**config.mk**
```make
export PLATFORM = sky130hd
export DESIGN_NAME = vm_multi
export DESIGN_NICKNAME = d
export VERILOG_FILES = /design/src/rtl/vm_pkg.sv /design/src/rtl/vm_change_disp.sv /design/src/rtl/vm_multi.sv
export SDC_FILE = /design/constraint.sdc
export NUM_CORES = 1
export LEC_CHECK = 0
export ABC_AREA = 1
export CORE_ASPECT_RATIO = 1.25
export CORE_MARGIN = 4
export CORE_UTILIZATION = 53
export DETAILED_ROUTE_END_ITERATION = 6
export PLACE_DENSITY_LB_ADDON = 0.12
export SYNTH_ARGS = -nofsm -noshare
export SYNTH_HDL_FRONTEND = slang
export SYNTH_SLANG_ARGS = --single-unit
```
**constraint.sdc**
```tcl
create_clock -name clk -period 2.75 [get_ports clk]
set_input_delay 0.275 -clock clk [delete_from_list [all_inputs] [get_ports clk]]
set_output_delay 0.275 -clock clk [all_outputs]
set_load 0.02 [all_outputs]
```
**src/rtl/vm_pkg.sv**
```systemverilog
// Shared encodings, FSM states and coin-unit helpers for the multi-channel vending controller.
// Latency: n/a (types and constants only).
// Backpressure: n/a.
package vm_pkg;

  // Coin-in and change-out share one 2-bit code
  localparam logic [1:0] COIN_NONE  = 2'b00;
  localparam logic [1:0] COIN_SMALL = 2'b01;
  localparam logic [1:0] COIN_BIG   = 2'b10;
  localparam logic [1:0] COIN_ILL   = 2'b11;

  // Value of the small coin in balance units
  localparam int unsigned SMALL_UNITS = 1;

  typedef enum logic [1:0] {
    ST_IDLE   = 2'd0,
    ST_REFUND = 2'd1,
    ST_CHANGE = 2'd2
  } state_t;

  // Units the dispenser pays out next from a remaining amount: big coin
  // while it fits, otherwise a small coin, nothing once the amount is zero.
  function automatic int unsigned disp_units(input int unsigned amt, input int unsigned big);
    if (amt == 0)        return 0;
    else if (amt >= big) return big;
    else                 return SMALL_UNITS;
  endfunction

endpackage

```
**src/rtl/vm_change_disp.sv**
```systemverilog
// Coin dispenser: loads an amount and pays it out greedily, one big/small coin code per cycle.
// Latency: first coin appears on the edge that samples i_load; o_done is high while the last coin shows.
// Backpressure: none; the actuator takes one coin per cycle, a new i_load restarts from i_amt.
module vm_change_disp
  import vm_pkg::*;
#(
  parameter int BAL_W    = 6,
  parameter int BIG_COIN = 5
) (
  input  logic             clk,
  input  logic             rstn,
  input  logic             i_load,
  input  logic [BAL_W-1:0] i_amt,
  output logic [1:0]       o_coin,
  output logic             o_done
);

  logic [BAL_W-1:0] r_rem;
  logic [1:0]       r_coin;
  logic [BAL_W-1:0] w_src;
  logic [BAL_W-1:0] w_units;
  logic [1:0]       w_code;

  // Choose the amount being paid from and the coin it yields this cycle
  always_comb begin
    w_src   = i_load ? i_amt : r_rem;
    w_units = BAL_W'(disp_units(32'(w_src), BIG_COIN));
    w_code  = COIN_NONE;
    if (w_src != '0) begin
      w_code = (32'(w_src) >= BIG_COIN) ? COIN_BIG : COIN_SMALL;
    end
  end

  // Emit one coin per cycle and keep the unpaid remainder
  always_ff @(posedge clk or negedge rstn) begin
    if (!rstn) begin
      r_rem  <= '0;
      r_coin <= COIN_NONE;
    end else begin
      r_rem  <= w_src - w_units;
      r_coin <= w_code;
    end
  end

  assign o_coin = r_coin;
  // Final coin is on the output when nothing is left to pay
  assign o_done = (r_coin != COIN_NONE) && (r_rem == '0);

endmodule

```
**src/rtl/vm_multi.sv**
```systemverilog
// Multi-channel vending controller: coin accumulation, per-channel price/stock, refund and change payout.
// Latency: 1 cycle from sampled request to registered outputs; first change coin on the accepting edge.
// Backpressure: user requests during REFUND/CHANGE are dropped with a one-cycle err pulse.
module vm_multi
  import vm_pkg::*;
#(
  parameter int NUM_ITEMS  = 4,
  parameter int BAL_W      = 6,
  parameter int MAX_BAL    = 20,
  parameter int BIG_COIN   = 5,
  parameter int DEF_PRICE  = 10,
  parameter int STOCK_W    = 4,
  parameter int INIT_STOCK = 8,
  localparam int IDX_W     = $clog2(NUM_ITEMS)
) (
  input  logic                 clk,
  input  logic                 rstn,
  input  logic [1:0]           coin_in,
  input  logic [NUM_ITEMS-1:0] item_sel,
  input  logic                 change_take,
  input  logic                 cfg_price_we,
  input  logic                 cfg_stock_we,
  input  logic [IDX_W-1:0]     cfg_idx,
  input  logic [BAL_W-1:0]     cfg_data,
  output logic [BAL_W-1:0]     money_account,
  output logic [NUM_ITEMS-1:0] beverage_out,
  output logic [1:0]           change_out,
  output logic [NUM_ITEMS-1:0] sold_out,
  output logic                 busy,
  output logic                 err
);

  state_t               r_state, w_state_nxt;
  logic [BAL_W-1:0]     r_bal, w_bal_nxt;
  logic [NUM_ITEMS-1:0] r_bev, w_bev_nxt;
  logic [NUM_ITEMS-1:0] r_sold, w_sold_nxt;
  logic                 r_busy, r_err, w_err_nxt;
  logic [BAL_W-1:0]     r_price [NUM_ITEMS];
  logic [STOCK_W-1:0]   r_stock [NUM_ITEMS];
  logic [STOCK_W-1:0]   w_stock_nxt [NUM_ITEMS];
  logic [IDX_W-1:0]     w_sel_idx;
  logic [1:0]           w_req_cnt;
  logic                 w_sel_any, w_req_any, w_req_bad, w_vend_ok, w_vend;
  logic                 w_load, w_disp_done;
  logic [BAL_W-1:0]     w_load_amt, w_coin_units, w_refund, w_chg_dec;
  logic [BAL_W:0]       w_sum;

  // Decode the user request and precompute the arithmetic each action needs
  always_comb begin
    w_sel_any = |item_sel;
    w_req_cnt = 2'(coin_in != COIN_NONE) + 2'(w_sel_any) + 2'(change_take);
    w_req_any = (w_req_cnt != 2'd0);
    w_req_bad = (w_req_cnt > 2'd1) || (coin_in == COIN_ILL) || (w_sel_any && !$onehot(item_sel));
    w_sel_idx = '0;
    for (int k = 0; k < NUM_ITEMS; k++) begin
      if (item_sel[k]) w_sel_idx = IDX_W'(k);
    end
    w_coin_units = (coin_in == COIN_BIG) ? BAL_W'(BIG_COIN) : BAL_W'(SMALL_UNITS);
    // One extra bit so the ceiling compare cannot wrap
    w_sum     = {1'b0, r_bal} + {1'b0, w_coin_units};
    w_refund  = BAL_W'(w_sum - (BAL_W+1)'(MAX_BAL));
    w_vend_ok = (r_bal >= r_price[w_sel_idx]) && (r_stock[w_sel_idx] != '0);
    // During CHANGE the remaining payout equals the balance, so the next coin follows from it
    w_chg_dec = BAL_W'(disp_units(32'(r_bal), BIG_COIN));
  end

  // Next state, balance and pulse outputs; user requests only act in IDLE
  always_comb begin
    w_state_nxt = r_state;
    w_bal_nxt   = r_bal;
    w_bev_nxt   = '0;
    w_err_nxt   = 1'b0;
    w_load      = 1'b0;
    w_load_amt  = '0;
    w_vend      = 1'b0;
    case (r_state)
      ST_IDLE: begin
        if (w_req_bad) begin
          w_err_nxt = 1'b1;
        end else if (coin_in != COIN_NONE) begin
          if (w_sum <= (BAL_W+1)'(MAX_BAL)) begin
            w_bal_nxt = w_sum[BAL_W-1:0];
          end else begin
            w_bal_nxt   = BAL_W'(MAX_BAL);
            w_load      = 1'b1;
            w_load_amt  = w_refund;
            w_state_nxt = ST_REFUND;
          end
        end else if (w_sel_any) begin
          if (w_vend_ok) begin
            w_vend    = 1'b1;
            w_bev_nxt = item_sel;
            w_bal_nxt = r_bal - r_price[w_sel_idx];
          end else begin
            w_err_nxt = 1'b1;
          end
        end else if (change_take && (r_bal != '0)) begin
          w_load      = 1'b1;
          w_load_amt  = r_bal;
          w_bal_nxt   = r_bal - w_chg_dec;
          w_state_nxt = ST_CHANGE;
        end
      end
      default: begin
        w_err_nxt = w_req_any;
        if (r_state == ST_CHANGE) w_bal_nxt = r_bal - w_chg_dec;
        if (w_disp_done) w_state_nxt = ST_IDLE;
      end
    endcase
  end

  // FSM state and registered user-facing outputs
  always_ff @(posedge clk or negedge rstn) begin
    if (!rstn) begin
      r_state <= ST_IDLE;
      r_bal   <= '0;
      r_bev   <= '0;
      r_err   <= 1'b0;
      r_busy  <= 1'b0;
    end else begin
      r_state <= w_state_nxt;
      r_bal   <= w_bal_nxt;
      r_bev   <= w_bev_nxt;
      r_err   <= w_err_nxt;
      r_busy  <= (w_state_nxt != ST_IDLE);
    end
  end

  // Stock update: a config write overrides a same-cycle vend decrement
  always_comb begin
    for (int k = 0; k < NUM_ITEMS; k++) begin
      w_stock_nxt[k] = r_stock[k];
      if (w_vend && (w_sel_idx == IDX_W'(k))) w_stock_nxt[k] = r_stock[k] - STOCK_W'(1);
      if (cfg_stock_we && (cfg_idx == IDX_W'(k))) w_stock_nxt[k] = cfg_data[STOCK_W-1:0];
      w_sold_nxt[k] = (w_stock_nxt[k] == '0);
    end
  end

  // Per-channel price and stock tables plus the sold-out flags
  always_ff @(posedge clk or negedge rstn) begin
    if (!rstn) begin
      for (int k = 0; k < NUM_ITEMS; k++) begin
        r_price[k] <= BAL_W'(DEF_PRICE);
        r_stock[k] <= STOCK_W'(INIT_STOCK);
      end
      r_sold <= (INIT_STOCK == 0) ? '1 : '0;
    end else begin
      for (int k = 0; k < NUM_ITEMS; k++) begin
        if (cfg_price_we && (cfg_idx == IDX_W'(k))) r_price[k] <= cfg_data;
        r_stock[k] <= w_stock_nxt[k];
      end
      r_sold <= w_sold_nxt;
    end
  end

  vm_change_disp #(
    .BAL_W    (BAL_W),
    .BIG_COIN (BIG_COIN)
  ) u_disp (
    .clk    (clk),
    .rstn   (rstn),
    .i_load (w_load),
    .i_amt  (w_load_amt),
    .o_coin (change_out),
    .o_done (w_disp_done)
  );

  assign money_account = r_bal;
  assign beverage_out  = r_bev;
  assign sold_out      = r_sold;
  assign busy          = r_busy;
  assign err           = r_err;

endmodule

```
Word-level counts from Yosys, hierarchy flattened
Cells that the tools add are included.
{"block": "totals", "out_inout_bits": 18, "ff_bits": 66, "wordCells": 156, "input_bits": 19}
{"block": "op_classes", "add_sub_neg": 14, "n_eq_ne": 13, "n_lt_le_gt_ge": 6, "reduce_logical": 39, "bitwise_logic": 1, "n_mux": 67}
{"operator": "$mux W6", "n": 17}
{"operator": "$mux W4", "n": 15}
{"operator": "$mux W2", "n": 11}
{"operator": "$logic_not A6 Y1", "n": 3}
{"operator": "$sub A6 B6 Y6", "n": 3}
{"operator": "$mux W1", "n": 17}
{"operator": "$logic_and A1 B1 Y1", "n": 16}
{"operator": "$logic_not A4 Y1", "n": 4}
{"operator": "$sub A4 B1 Y4 const B", "n": 4}
{"operator": "$mux W3", "n": 5}
{"operator": "$eq A2 B2 Y1 const B", "n": 7}
{"operator": "$bmux W6 S2", "n": 1}
{"operator": "$ge A6 B3 Y1 const B", "n": 2}
{"operator": "$reduce_bool A6 Y1", "n": 2}
{"operator": "$reduce_bool A2 Y1", "n": 5}
{"operator": "$bmux W4 S2", "n": 1}
{"operator": "$ne A4 B4 Y1 const B", "n": 2}
{"operator": "$add A6 B3 Y7", "n": 1}
{"operator": "$le A7 B5 Y1 const B", "n": 1}
{"operator": "$add A1 B1 Y2", "n": 3}
{"operator": "$ge A6 B6 Y1", "n": 1}
{"operator": "$logic_not A2 Y1", "n": 3}
{"operator": "$sub A6 B5 Y6 const B", "n": 1}
{"operator": "$eq A2 B1 Y1 const B", "n": 2}
{"operator": "other kinds (12)", "n": 13}

Longest topological paths before layout
{"block": "logic_depth", "depth_word": 18, "mapped_depth": 24, "mapped_depth_nobuf": 24}

By module
A second synthesis with hierarchy kept.
{"block": "hier_totals", "hier_cells": 617, "hier_area_um2": 4626.9}
{"module": "vm_multi", "instances": 1, "area_per_inst_um2": 4136.5, "seq_area_each_um2": 1466.4, "cells_per_inst": 551}
{"module": "vm_change_disp", "instances": 1, "area_per_inst_um2": 490.5, "seq_area_each_um2": 200.2, "cells_per_inst": 66}

Least setup slack after synthesis
OpenSTA, ideal clock, no wires.
{"block": "synth_path", "kind": "input-to-reg", "from": "in item_sel[0]", "to": "reg u_disp.r_rem[4]", "setup_ps": 79, "setup_slack_ps": -612, "arrival_time_ps": 3283, "path_stages": 22, "path_buffers": 0, "path_cell_list": "inv_1 -> fa_1 -> inv_1 -> ha_1 -> ha_1 -> inv_1 -> nand2_1 -> o21ai_4 -> nand2_4 -> a21oi_4 -> nand2_2 -> a21oi_4 -> nand2_4 -> nand2_1 -> and2_2 -> nand2_1 -> nor2_1 -> nand2_1 -> ha_1 -> ha_1 -> o211ai_1 -> xor2_1"}
{"block": "synth_between", "elab_chain_len": 13}
{"item": "start, declared", "line": "vm_multi.sv:19", "rtl": "input logic [NUM_ITEMS-1:0] item_sel,"}
{"item": "$reduce_or A4 Y1 or $add A1 B1 Y2 (tied branches)", "line": "vm_multi.sv:50, vm_multi.sv:53"}
{"item": "$add A1 B1 Y2 or $add A2 B2 Y3 (tied branches)", "line": "vm_multi.sv:51, vm_multi.sv:53"}
{"item": "$add A2 B1 Y2 or $eq A3 B1 Y1 (tied branches)", "line": "vm_multi.sv:51, vm_multi.sv:53"}
{"item": "$gt A2 B1 Y1 or $logic_not A1 Y1 (tied branches)", "line": "vm_multi.sv:53", "rtl": "w_req_bad = (w_req_cnt > 2'd1) || (coin_in == COIN_ILL) || (w_sel_any && !$onehot(item_sel));"}
{"item": "$logic_or A1 B1 Y1 or $logic_and A1 B1 Y1 (tied branches)", "line": "vm_multi.sv:53"}
{"item": "$logic_or A1 B1 Y1", "line": "vm_multi.sv:53"}
{"item": "$mux W6 or $mux W1 (tied branches)", "line": "vm_multi.sv:78", "rtl": "if (w_req_bad) begin"}
{"item": "$mux W6 or $mux W1 (tied branches)", "line": "vm_multi.sv:76", "rtl": "case (r_state)"}
{"item": "$mux W6 (*)", "line": "vm_change_disp.sv:26", "rtl": "w_src = i_load ? i_amt : r_rem;"}
{"item": "$ge A6 B3 Y1", "line": "vm_pkg.sv:25", "rtl": "else if (amt >= big) return big;"}
{"item": "$mux W3", "line": "vm_pkg.sv:25"}
{"item": "$mux W3", "line": "vm_pkg.sv:24", "rtl": "if (amt == 0) return 0;"}
{"item": "$sub A6 B6 Y6 (*)", "line": "vm_change_disp.sv:40", "rtl": "r_rem <= w_src - w_units;"}
{"item": "end signal, assigned", "line": "vm_change_disp.sv:40"}
{"item": "end, declared", "line": "vm_change_disp.sv:18", "rtl": "logic [BAL_W-1:0] r_rem;"}
Every way passes the cells marked *; elsewhere a longest branch is shown, timed or not.
A chain may end at the register's enable or synchronous reset.

Final worst setup path
Same ends and word-level chain as after synthesis.

==> out/qor.yml <==
timing:
  fin_ws_ns: -0.327
  finalHoldViolations: 0
  setup_viol_count_final: 5
  rsz0062_at_grt: "true"
  fin_skew_ns: 0.00768
  timing.final.crit_share: 1.12
  slew_violations: 0
  fin_hold_ws_ns: 0.00615
  max_slew_margin: 0.449
  tightest_slew_ns: 0.826
  max_freq_mhz: 325
  min_period_ns: 3.08
synthesis:
  ys_warn_count: 0
  synth-edff-count: 0
  avgSynthCellArea_um2: 7.64
  synth_fp_nets: 617
  synth_cell_types: 43
  ys_seq_elements: 66
  synthAdderAreaFrac: 0.0826
  synth_mux_area_frac: 0
  synth-simple-area-share: 0.286
  syn_area_um2: 4360
  synth_top_family_by_area: "simple AND/OR/NAND/NOR gates"
  ys_async_sr_fraction: 1.00
  synth-compound-area-share: 0.135
  netlist_instances: 571
  seq_area_frac_synth: 0.382
  synthXorXnorAreaFrac: 0.0221
  ys.flop_type: "dfrtp_1"
worst_hold_path:
  hold_class: "input port to async pin"
cells_and_area:
  nNetsFinal: 748
  final_cell_mix: "nand2_1, buf_4, inv_1"
  area_growth_pct: 40.5
  n_antenna_cell: 0
  drive_above_1_share: 0.331
  final_common_cell: "nand2_1"
placed_design:
  dp_hpwl_um: 8960
  dpl_worst_slack_ns: -1.27
  gp_congestion: 0.992
  portBuffers: 36
critical_path:
  crit_path_end_kind: "flip-flop"
  worst_ep_arrival_time_ns: 3.37
  r2r_cells: 20
  crit_fanout: 5
  crit_type: "input port to flip-flop"
  cp_data_required_time_ns: 3.04
  critPathLaunchType: "input port"
cts:
  cts_tree: "built"
  ctsLongestPathBuffers: 2
  postCtsHoldBufs: 0
  h-tree-depth: 3
  cts-root-buf: "clkbuf_8"
  cts_sinks: 66
  cts_buffers: 9
  insertion_delay_ns: 0.36
  path_clk_slew_ns: 0.08
floorplan:
  coreArea_um2: 7930
  dieArea_um2: 9750
  start_util: 0.550
  ioPinCount: 37
  fp-row-count: 36
  die_h_um: 109
  die-width_um: 89.1
drt:
  route.vias.total: 4392
  drc: 0
  met2_length_um: 6900
  dr_wl_met3_um: 649
  wl_met1_um: 4420
  wl_um: 12400
  first_iter_violations: 188
  drt.antenna.violating_nets: 0
  drt-pass1-iter-count: 5
  top_layer: "met4"
  wl_per_cell_um: 15.5
  vias_per_cell: 5.48
run:
  maxCapViolCount: 0
grt:
  grt_max_degree: 38
  antenna_found_initial: 0
  grt_pass1_vias: 4356
  grt_use_total: 0.259
  grt_pass1_wl_um: 19300
  grt_remaining_overflow: 0
power:
  irDropWorstVdd_mv: 0.609
  power.density_nw_per_um2: 883
  leakage_nw: 3.04
status:
  violations: "negative setup slack"
  status: "finished with violations"
==> metrics by stage <==
step,utilization,area [um^2],instances,power [W],TNS (ns)
3_3_place_gp,0.688,5460,769,0.00401,-31.22
2_1_floorplan,-,4450,571,0.00297,-1.96
3_5_place_dp,0.688,5460,769,0.00411,-33.53
5_1_grt,0.773,6120,802,0.00581,-3.04
4_1_cts,0.727,5760,792,0.00513,-0.986
6_report,0.773,6120,802,0.00541,-1.19
==> path summary, 6_finish.rpt <==
check                                                   from                      endpoint  slack, ns
max in group asynchronous                               rstn          r_stock[3]$_DFF_PN1_       1.94
worst max-delay path                             item_sel[0]     u_disp.r_rem[4]$_DFF_PN0_      -0.33
worst max register to register  money_account[2]$_DFFE_PN0P_     u_disp.r_rem[4]$_DFF_PN0_      -0.12
worst min-delay path                                    rstn  money_account[1]$_DFFE_PN0P_      0.006
worst min register to register        r_price[1]$_DFFE_PN1P_        r_price[1]$_DFFE_PN1P_       0.50
min in group clk                                 item_sel[0]     beverage_out[0]$_DFF_PN0_       0.24
==> sequential cells by signal, summed over array words and instances (netlist names) <==
signal and count:
beverage_out 4, busy 1, err 1, money_account 6, r_price 24, r_state 2, r_stock 16, sold_out 4
u_disp.o_coin 2, u_disp.r_rem 6
==> per-layer routing <==
layer | track usage | up-vias
met5 | 0 | -
met4 | 0.133 | 0
met3 | 0.0615 | 43
met2 | 0.477 | 147
met1 | 0.264 | 2078
li1 | - | 2124
==> area by class of cell <==
class	count	area, um^2
Clock buffer	9	124
Timing Repair Buffer	129	1080
Fill cell	580	1800
Tap cell	95	119
Inverter	95	374
Clock inverter	7	101
Multi-Input combinational cell	401	2660
Sequential cell	66	1670
==> worst max-delay path: stages <==
cell and delay, ns:
buf_8 0.09, inv_12 0.03, fa_1 0.52, inv_1 0.04, ha_2 0.17, ha_4 0.21
inv_2 0.04, nand2_2 0.05, o21ai_4 0.14, nand2_4 0.07, a21oi_4 0.13, nand2_2 0.09
a21oi_4 0.20, nand2_4 0.11, nand2_2 0.09, and2_4 0.14, nand2_2 0.06, nor2_2 0.14
nand2_2 0.08, ha_4 0.17, ha_4 0.15, o211ai_1 0.19, xor2_1 0.15
==> cells in the mapped netlist, types with 5 or more instances <==
cell type  count  area share
nand4_1        6      0.0086
nor2_1        30       0.026
nor2_2         8       0.011
xor2_1         8       0.016
nand3_1       53       0.061
nand2_2        6      0.0086
a221oi_1       5       0.010
nand2_1      142        0.12
ha_1          24       0.069
dfrtp_1       54        0.31
dfstp_2       12       0.072
nor3_1         7      0.0080
o21ai_0       51       0.059
a22o_1         5       0.010
a21oi_1        5      0.0057
inv_1         92       0.079
o211ai_1       5      0.0086
o21ai_1        5      0.0057
clkbuf_1       8      0.0069
==> power by group <==
part	switching, W	leakage, nW	internal, W
clock	0.000419	0.112	0.000519
combinational	0.00162	2.14	0.00145
sequential	0.000196	0.786	0.00121
==> cells by family after synthesis <==
group,count (synthesis)
compound gates,92
xor+xnor,11
fa+ha+maj,27
buf+inv,105
flops,66
simple gates,270
==> repair_timing <==
item | CTS | global route
setup buffers | 6 | 10
cloned | 1 | 0
resized for setup | 27 | 78
pin swaps | 11 | 33
setup endpoints to repair | 39 | 33
Note: power is estimated with default switching activity, not from simulation.
